--- src/rtl/arb_pkg.sv ---
// rtl/arb_pkg.sv - shared arbitration mode type for the round-robin arbiter
package arb_pkg;

    typedef enum logic {
        ARB_NOLOCK,
        ARB_LOCK
    } arb_mode_e;

endpackage

--- src/rtl/rr_pick.sv ---
// rtl/rr_pick.sv - combinational masked first-set search starting at a rotating pointer
//   req     : request vector, bit i = requester i
//   ptr     : highest-priority index for this search
//   pick    : one-hot of the selected requester (zero if none)
//   pick_id : binary index of the selected requester (zero if none)
//   any     : at least one request is present
module rr_pick #(
    parameter int N   = 4,
    parameter int IDW = (N > 1) ? $clog2(N) : 1
) (
    input  logic [N-1:0]   req,
    input  logic [IDW-1:0] ptr,
    output logic [N-1:0]   pick,
    output logic [IDW-1:0] pick_id,
    output logic           any
);

    // Two passes over the request vector: the first only looks at indices at
    // or above ptr, the second covers the wrapped-around part below ptr.
    // The first hit wins, which yields the ptr-upward circular scan.
    always_comb begin
        pick    = '0;
        pick_id = '0;
        any     = 1'b0;
        for (int i = 0; i < N; i++) begin
            if (!any && req[i] && (i >= int'(ptr))) begin
                any     = 1'b1;
                pick[i] = 1'b1;
                pick_id = IDW'(i);
            end
        end
        for (int i = 0; i < N; i++) begin
            if (!any && req[i]) begin
                any     = 1'b1;
                pick[i] = 1'b1;
                pick_id = IDW'(i);
            end
        end
    end

endmodule

--- src/rtl/round_robin_arbiter.sv ---
// rtl/round_robin_arbiter.sv - registered round-robin arbiter with optional grant locking
//   clk       : clock, all state on rising edge
//   rst       : asynchronous active-high reset
//   req       : request lines, bit i = requester i
//   gnt       : registered one-hot grant, zero when idle
//   gnt_id    : binary index of the granted requester, zero when idle
//   gnt_valid : high when any grant is asserted
module round_robin_arbiter
    import arb_pkg::*;
#(
    parameter int        N        = 4,
    parameter arb_mode_e MODE     = ARB_LOCK,
    parameter int        MAX_HOLD = 0,
    localparam int       IDW      = (N > 1) ? $clog2(N) : 1
) (
    input  logic           clk,
    input  logic           rst,
    input  logic [N-1:0]   req,
    output logic [N-1:0]   gnt,
    output logic [IDW-1:0] gnt_id,
    output logic           gnt_valid
);

    localparam int              HW       = (MAX_HOLD > 0) ? $clog2(MAX_HOLD + 1) : 1;
    localparam logic [HW-1:0]   HOLD_LIM = HW'(MAX_HOLD);
    localparam logic [HW-1:0]   HOLD_SAT = '1;
    localparam logic [IDW-1:0]  PTR_LAST = IDW'(N - 1);

    logic [IDW-1:0] ptr;
    logic [HW-1:0]  hold_cnt;

    logic [N-1:0]   gnt_n;
    logic [IDW-1:0] gnt_id_n;
    logic [IDW-1:0] ptr_n;
    logic [HW-1:0]  hold_n;

    logic [N-1:0]   pick;
    logic [IDW-1:0] pick_id;
    logic           any;
    logic           holding;

    rr_pick #(
        .N   (N),
        .IDW (IDW)
    ) u_pick (
        .req     (req),
        .ptr     (ptr),
        .pick    (pick),
        .pick_id (pick_id),
        .any     (any)
    );

    always_comb begin
        gnt_n    = gnt;
        gnt_id_n = gnt_id;
        ptr_n    = ptr;
        hold_n   = hold_cnt;

        // The holder keeps the grant only while it still requests and its
        // hold budget is not used up; |(gnt & req) already implies a grant.
        holding = (MODE == ARB_LOCK) && (|(gnt & req)) &&
                  ((MAX_HOLD == 0) || (hold_cnt < HOLD_LIM));

        if (holding) begin
            if (hold_cnt != HOLD_SAT) begin
                hold_n = hold_cnt + 1'b1;
            end
        end else if (any) begin
            // A forced rotation still goes through the normal scan, so a
            // sole requester is simply re-granted with a fresh hold count.
            gnt_n    = pick;
            gnt_id_n = pick_id;
            ptr_n    = (pick_id == PTR_LAST) ? '0 : pick_id + 1'b1;
            hold_n   = HW'(1);
        end else begin
            gnt_n    = '0;
            gnt_id_n = '0;
        end
    end

    always_ff @(posedge clk or posedge rst) begin
        if (rst) begin
            gnt      <= '0;
            gnt_id   <= '0;
            ptr      <= '0;
            hold_cnt <= '0;
        end else begin
            gnt      <= gnt_n;
            gnt_id   <= gnt_id_n;
            ptr      <= ptr_n;
            hold_cnt <= hold_n;
        end
    end

    assign gnt_valid = |gnt;

endmodule

--- config.mk ---
export PLATFORM = sky130hd
export DESIGN_NAME = round_robin_arbiter
export DESIGN_NICKNAME = d
export VERILOG_FILES = /design/src/rtl/arb_pkg.sv /design/src/rtl/rr_pick.sv /design/src/rtl/round_robin_arbiter.sv
export SDC_FILE = /design/constraint.sdc
export NUM_CORES = 1
export LEC_CHECK = 0
export ABC_AREA = 1
export CAP_MARGIN = 20
export CORE_AREA = 2 2 39 41
export CTS_BUF_LIST = sky130_fd_sc_hd__clkbuf_8
export CTS_CLUSTER_SIZE = 16
export DETAILED_ROUTE_END_ITERATION = 10
export DIE_AREA = 0 0 41 43
export PLACE_DENSITY_LB_ADDON = 0.05
export SYNTH_ARGS = -nofsm -noshare
export SYNTH_HDL_FRONTEND = slang
export SYNTH_SLANG_ARGS = --single-unit
--- constraint.sdc ---
create_clock -name clk -period 1.3 [get_ports clk]
set_input_delay 0.26 -clock clk [delete_from_list [all_inputs] [get_ports clk]]
set_output_delay 0.26 -clock clk [all_outputs]
set_load 0.05 [all_outputs]
==> summary.md, run 1 <==
| Metric | Value |
|---|---|
| Initial Util | 35.2% |
| Post-DRT Antenna Nets | 0 |
| Post-CTS setup buffers | 0 |
| R2R depth | 8 |
| Synth Cell Area | 487 µm² |
| Crit Path Max Fanout | 2 |
| Via Count | 497 |
| PD cells | 2820 nW/µm² |
| Failing checks | negative setup slack |
| Worst r2r dst | gnt[2] |
| Syn_area_per_cell | 7.60 µm² |
| Routability congestion estimate | 0.871 |
| Worst path max stage delay | 0.42 ns |
| WL/cell | 11.2 µm |
| Synth area leaders | dfrtp_1, nand2_1, inv_1 |
| Worst EP required | 1.04 ns |
| Synth Register Bits | 8 |
| DR vias/cell | 4.64 |
| Slew margin rel. | 77.8% |
| Die H | 43 µm |
| Yosys cell types | 18 |
| Final period util | 108% |
| DRT iter0 DRCs | 3 |
| Synth warn | 0 |
| Pin count of the biggest net entering global routing | 10 |
| Cell taking the most area after synthesis | dfrtp_1 |
| RSZ-0062 raised after global routing | yes |
| Footprint of the multi-input gates | 240 µm² |
| Critical-path cell list | inv_2 -> buf_6 -> nand4_1 -> buf_12 |
| Sequential cell area | 205 µm² |
| Max_cap viols | 0 |
| Worst skew pair latency | 0.23 ns |
| Place WS | -0.295 ns |
| Initial antenna violation count | 0 |
| Crit path from | gnt[3] |
| Post-Syn Instances | 64 |
| FMAX | 714 MHz |
| H-tree Lvls | 1 |
| Final min period | 1.40 ns |
| Ant diodes | 0 |
| Met2 Wirelength | 558 µm |
| Sequential-to-total area share from yosys stat | 41.1% |
| P_leak | 0.422 nW |
| First-pass detailed-route iteration total | 4 |
| M1 WL | 546 µm |
| Cts bufs inserted | 3 |
| Number of port buffers | 12 |
| TNS Setup | -0.298 ns |
| Status | finished with violations |
| Crit path DAT | 1.14 ns |
| Placed Cells | 103 |
| Top Metal Used | met4 |
| # setup viols final | 7 |
| Hold Worst Slack | 0.284 ns |
| Die width | 41 µm |
| Remaining global-route overflow | 0 |
| Setup crit end kind | primary output |
| # fillers | 130 |
| Count of final hold-check violations | 0 |
| Clock Path Buffers | 2 |
| Clock transition at path regs | 0.04 ns |
| Fin. max-slew vios | 0 |
| Via count of the first global-routing pass | 483 |
| Nets | 98 |
| Share of cells above drive strength 1 | 46.2% |
| Internal reg-to-reg setup slack | 0.05 ns |
| Clk_skew | 0.00323 ns |
| Clk sink count | 8 |
| Hold bufs inserted after CTS | 0 |
| TritonCTS clock tree | built |
| CP Launch Type | flip-flop |
| Final Util | 60.9% |
| Worst Tran Pin Value | 0.332 ns |
| I/O pin count | 13 |
| Post-Syn Nets | 70 |
| Core area | 1380 µm² |
| Area grow syn2layout | 73.3% |
| Origin of the critical flop-to-flop path | ptr[1] |
| Die area | 1760 µm² |
| Peak supply drop | 1.53 mV |
| First-pass GRT wire length | 2150 µm |
| Root Buffer | clkbuf_8 |
| GRT Total Usage | 18.9% |
| Row count | 14 |
| Crit path kind | reg2out |
| Final WL | 1200 µm |
| Post-Layout Cell Count | 107 |
| Placed wire-length estimate | 965 µm |
| Min-Delay Path Class | in2async |
| Worst setup margin | -0.100 ns |
| Top-area cell type share of the netlist area | 41.1% |
| Slowest cell on the critical path | dfrtp_2 |
| Residual DRC | 0 |
| Met3 wire length | 58 µm |
-- placed cells by master, fill, tap and decap left out, drive strengths merged --
cell type      netlist  layout
nand2               19      19
buf                  1      19
inv                 12      13
o21ai                8       8
dfrtp                8       8
nand3                6       6
clkdlybuf4s50        0       5
nor2                 4       4
clkbuf               0       3
nand4                3       3
o22ai                2       2
o211ai               1       1
-- worst max-delay path by stage --
stage	end	depth (start not counted)
after floorplan	gnt_valid	2
after global placement	ptr[1]	7
after detailed placement	ptr[0]	7
after CTS	gnt_valid	4
after global routing	gnt_valid	4
final	gnt_valid	4
-- metal layers --
metal  track usage (%)  vias up
li1                  -      263
met1              24.1      218
met2              26.3       12
met3              7.85        4
met4              10.0        0
met5                 0        -
-- per-stage QoR --
step	cell area [µm²]	power [mW]
finish	843	2.38
global route	843	2.54
CTS	838	2.38
detailed placement	781	2.02
global placement	781	2.02
floorplan	492	1.31
-- state kept, by name (all words and copies together) (netlist names) --
name and count:
gnt 4, gnt_id 2, ptr 2
-- worst max-delay path: cells and delay by family, from the launching register on --
family                 cells  cell delay [ns]
AND/OR/NAND/NOR            1             0.14
buffers and inverters      3             0.35
flip-flops                 1             0.42
-- cell families after synthesis --
family | synth area share, %
and+or+nand+nor | 32.1
DFF | 41.1
AOI/OAI and AO/OA | 15.2
buffers and inverters | 11.6
-- synthesized netlist by cell type, drive strengths merged --
library cell and n:
nand2 19, o21ai 8, inv 12, nand4 3
o211ai 1, dfrtp 8, nor2 4, buf 1
o22ai 2, nand3 6
-- timing repair --
item | in CTS | in global routing
gates resized for setup | 3 | 2
pin swaps | 0 | 0
endpoints found under the setup margin | 7 | 9
-- power breakdown --
part	total, mW	internal, mW	switching, mW
Sequential	0.502	0.376	0.127
Combinational	1.56	0.730	0.829
Clock	0.314	0.205	0.108
Total	2.38	1.31	1.06
-- cell type report --
class | count | share of cell area (%)
repair buffers | 24 | 34.1
multi-input cells | 43 | 28.5
flip-flops and latches | 8 | 24.3
inverters | 12 | 5.34
clock buffers | 3 | 4.90
well taps | 16 | 2.37
clock inverters | 1 | 0.445
Power figures use the tool's default switching activity.
==> run 2: changes to the inputs <==
--- a/config.mk
+++ b/config.mk
@@ -7,11 +7,11 @@
 export LEC_CHECK = 0
 export ABC_AREA = 1
 export CAP_MARGIN = 20
-export CORE_AREA = 2 2 39 41
+export CORE_AREA = 5 5 42 44
 export CTS_BUF_LIST = sky130_fd_sc_hd__clkbuf_8
 export CTS_CLUSTER_SIZE = 16
 export DETAILED_ROUTE_END_ITERATION = 10
-export DIE_AREA = 0 0 41 43
+export DIE_AREA = 0 0 47 49
 export PLACE_DENSITY_LB_ADDON = 0.05
 export SYNTH_ARGS = -nofsm -noshare
 export SYNTH_HDL_FRONTEND = slang
==> constraint.sdc (replaced) <==
create_clock -name clk -period 1.35 [get_ports clk]
set_input_delay 0.27 -clock clk [delete_from_list [all_inputs] [get_ports clk]]
set_output_delay 0.27 -clock clk [all_outputs]
set_load 0.05 [all_outputs]
==> summary.md, run 2 (synthesis gave the netlist of run 1 again) <==
| Metric | Value |
|---|---|
| Initial Util | 34.7% |
| Clock transition at path regs | 0.05 ns |
| Met3 wire length | 88 µm |
| Crit path kind | reg2out |
| Cts bufs inserted | 3 |
| Residual DRC | 0 |
| Top reg by flops | gnt |
| Pin count of the biggest net entering global routing | 12 |
| R2R depth | 8 |
| Initial antenna violation count | 0 |
| I/O pin count | 13 |
| Footprint of the multi-input gates | 285 µm² |
| RSZ-0062 raised after global routing | yes |
| M1 WL | 639 µm |
| Net Switching | 1.15 mW |
| Sequential cell area | 206 µm² |
| Hold bufs inserted after CTS | 0 |
| Final min period | 1.40 ns |
| Worst setup margin | -0.0546 ns |
| FMAX | 712 MHz |
| Clock share of power | 11.6% |
| DRT iter0 DRCs | 17 |
| Placed Cells | 107 |
| Cell-internal power | 1.46 mW |
| Top Metal Used | met4 |
| WL/cell | 12.5 µm |
| Post-Layout Cell Count | 120 |
| Row count | 14 |
| # fillers | 112 |
| # setup viols final | 1 |
| P_leak | 0.512 nW |
| CP bufs+invs | 3 |
| Biggest regs | gnt (4), gnt_id (2), ptr (2) |
| Max_cap viols | 0 |
| Core area | 1400 µm² |
| Crit path DAT | 1.13 ns |
| Worst EP required | 1.08 ns |
| TritonCTS clock tree | built |
| Clock Path Buffers | 2 |
| Die H | 49 µm |
| Slew margin rel. | 78.9% |
| First-pass detailed-route iteration total | 4 |
| Most frequent cells in the layout | buf_4, nand2_1, inv_1, buf_12 |
| Failing checks | negative setup slack |
| Final WL | 1500 µm |
| Share of cells above drive strength 1 | 58.7% |
| Die width | 47 µm |
| Share of total power in sequential cells | 18.2% |
| DR vias/cell | 4.78 |
| Met2 Wirelength | 752 µm |
| Max FFs per register | 4 |
| Via Count | 573 |
| Commonest non-fill, non-tap cell in the layout | buf_4 |
| Slowest cell on the critical path | dfrtp_2 |
| Post-DRT Antenna Nets | 0 |
| Status | finished with violations |
| Routability congestion estimate | 0.883 |
| Fin. max-slew vios | 0 |
| Worst Tran Pin Value | 0.316 ns |
| Placed wire-length estimate | 993 µm |
| CP Launch Type | flip-flop |
| Root Buffer | clkbuf_8 |
| GRT Total Usage | 12.9% |
| Ant diodes | 0 |
| Peak supply drop | 1.62 mV |
| PD cells | 2630 nW/µm² |
| Clk_skew | 0.00849 ns |
| Area grow syn2layout | 104% |
| Count of final hold-check violations | 0 |
| Worst path max stage delay | 0.41 ns |
| Non-Filler Cell Area, Final | 992 µm² |
| Remaining global-route overflow | 0 |
| Die area | 2300 µm² |
| Via count of the first global-routing pass | 496 |
| Nets | 111 |
| H-tree Lvls | 1 |
| Number of port buffers | 12 |
| Critical-path cell list | inv_2 -> buf_6 -> nand4_1 -> buf_12 |
| Area after DPL | 811 µm² |
| Clk sink count | 8 |
| Min-Delay Path Class | in2async |
| Levels on crit path | 4 |
| Setup crit end kind | primary output |
| Crit Path Max Fanout | 2 |
| Comb power frac | 70.2% |
| Crit path max-delay family | flip-flops |
| Sw Share | 44.0% |
| Final period util | 104% |
| First-pass GRT wire length | 2100 µm |
| Worst skew pair latency | 0.24 ns |
run 2: repair_timing:
item                                    in CTS  in global routing
gates resized for setup                      7                 16
endpoints found under the setup margin       5                  9
cloned                                       0                  1
buffers inserted                             3                  5
pin swaps                                    3                  6
run 2: through the flow:
stage          TNS, ns  hold WS (ns)  util [%]  power [mW]  setup slack, ns
6_report       -0.0546         0.286      70.8        2.61          -0.0546
5_1_grt         -0.189         0.307      70.8        2.77          -0.0884
4_1_cts        -0.0804         0.295      63.5        2.38          -0.0579
3_5_place_dp     -1.91         0.524      57.9        1.99           -0.296
3_3_place_gp     -1.97         0.510      57.9        1.99           -0.287
2_1_floorplan  -0.0402        0.0854         -        1.25          -0.0402
run 2: path summary, 6_finish.rpt:
path	start	endpoint	slack [ns]
max	gnt[3]	gnt_valid	-0.05
min	rst	gnt[3]	0.29
max reg2reg	gnt[0]	ptr[1]	0.06
min reg2reg	ptr[1]	ptr[1]	0.57
max in group asynchronous	rst	ptr[1]	0.80
min in group clk	req[0]	gnt[0]	0.48
run 2: routing by layer:
| layer | global-route usage (%) | vias to the layer above |
|---|---|---|
| met3 | 6.64 | 4 |
| met4 | 4.61 | 0 |
| met2 | 19.5 | 13 |
| met1 | 15.3 | 264 |
| met5 | 0 | - |
| li1 | - | 292 |
run 2: final cells by class:
class                   count  share of cell area (%)
repair buffers             36                    39.3
well taps                  16                    2.02
clock inverters             1                   0.378
clock buffers               3                    4.16
inverters                  12                    4.54
multi-input cells          44                    28.8
flip-flops and latches      8                    20.8
run 2: power by group through the flow:
stage,combinational (mW),clock (mW),sequential [mW]
after floorplan,0.566,0,0.686
after global placement,1.54,0,0.453
after detailed placement,1.53,0,0.459
after CTS,1.61,0.311,0.459
after global routing,1.96,0.324,0.484
final,1.84,0.302,0.476
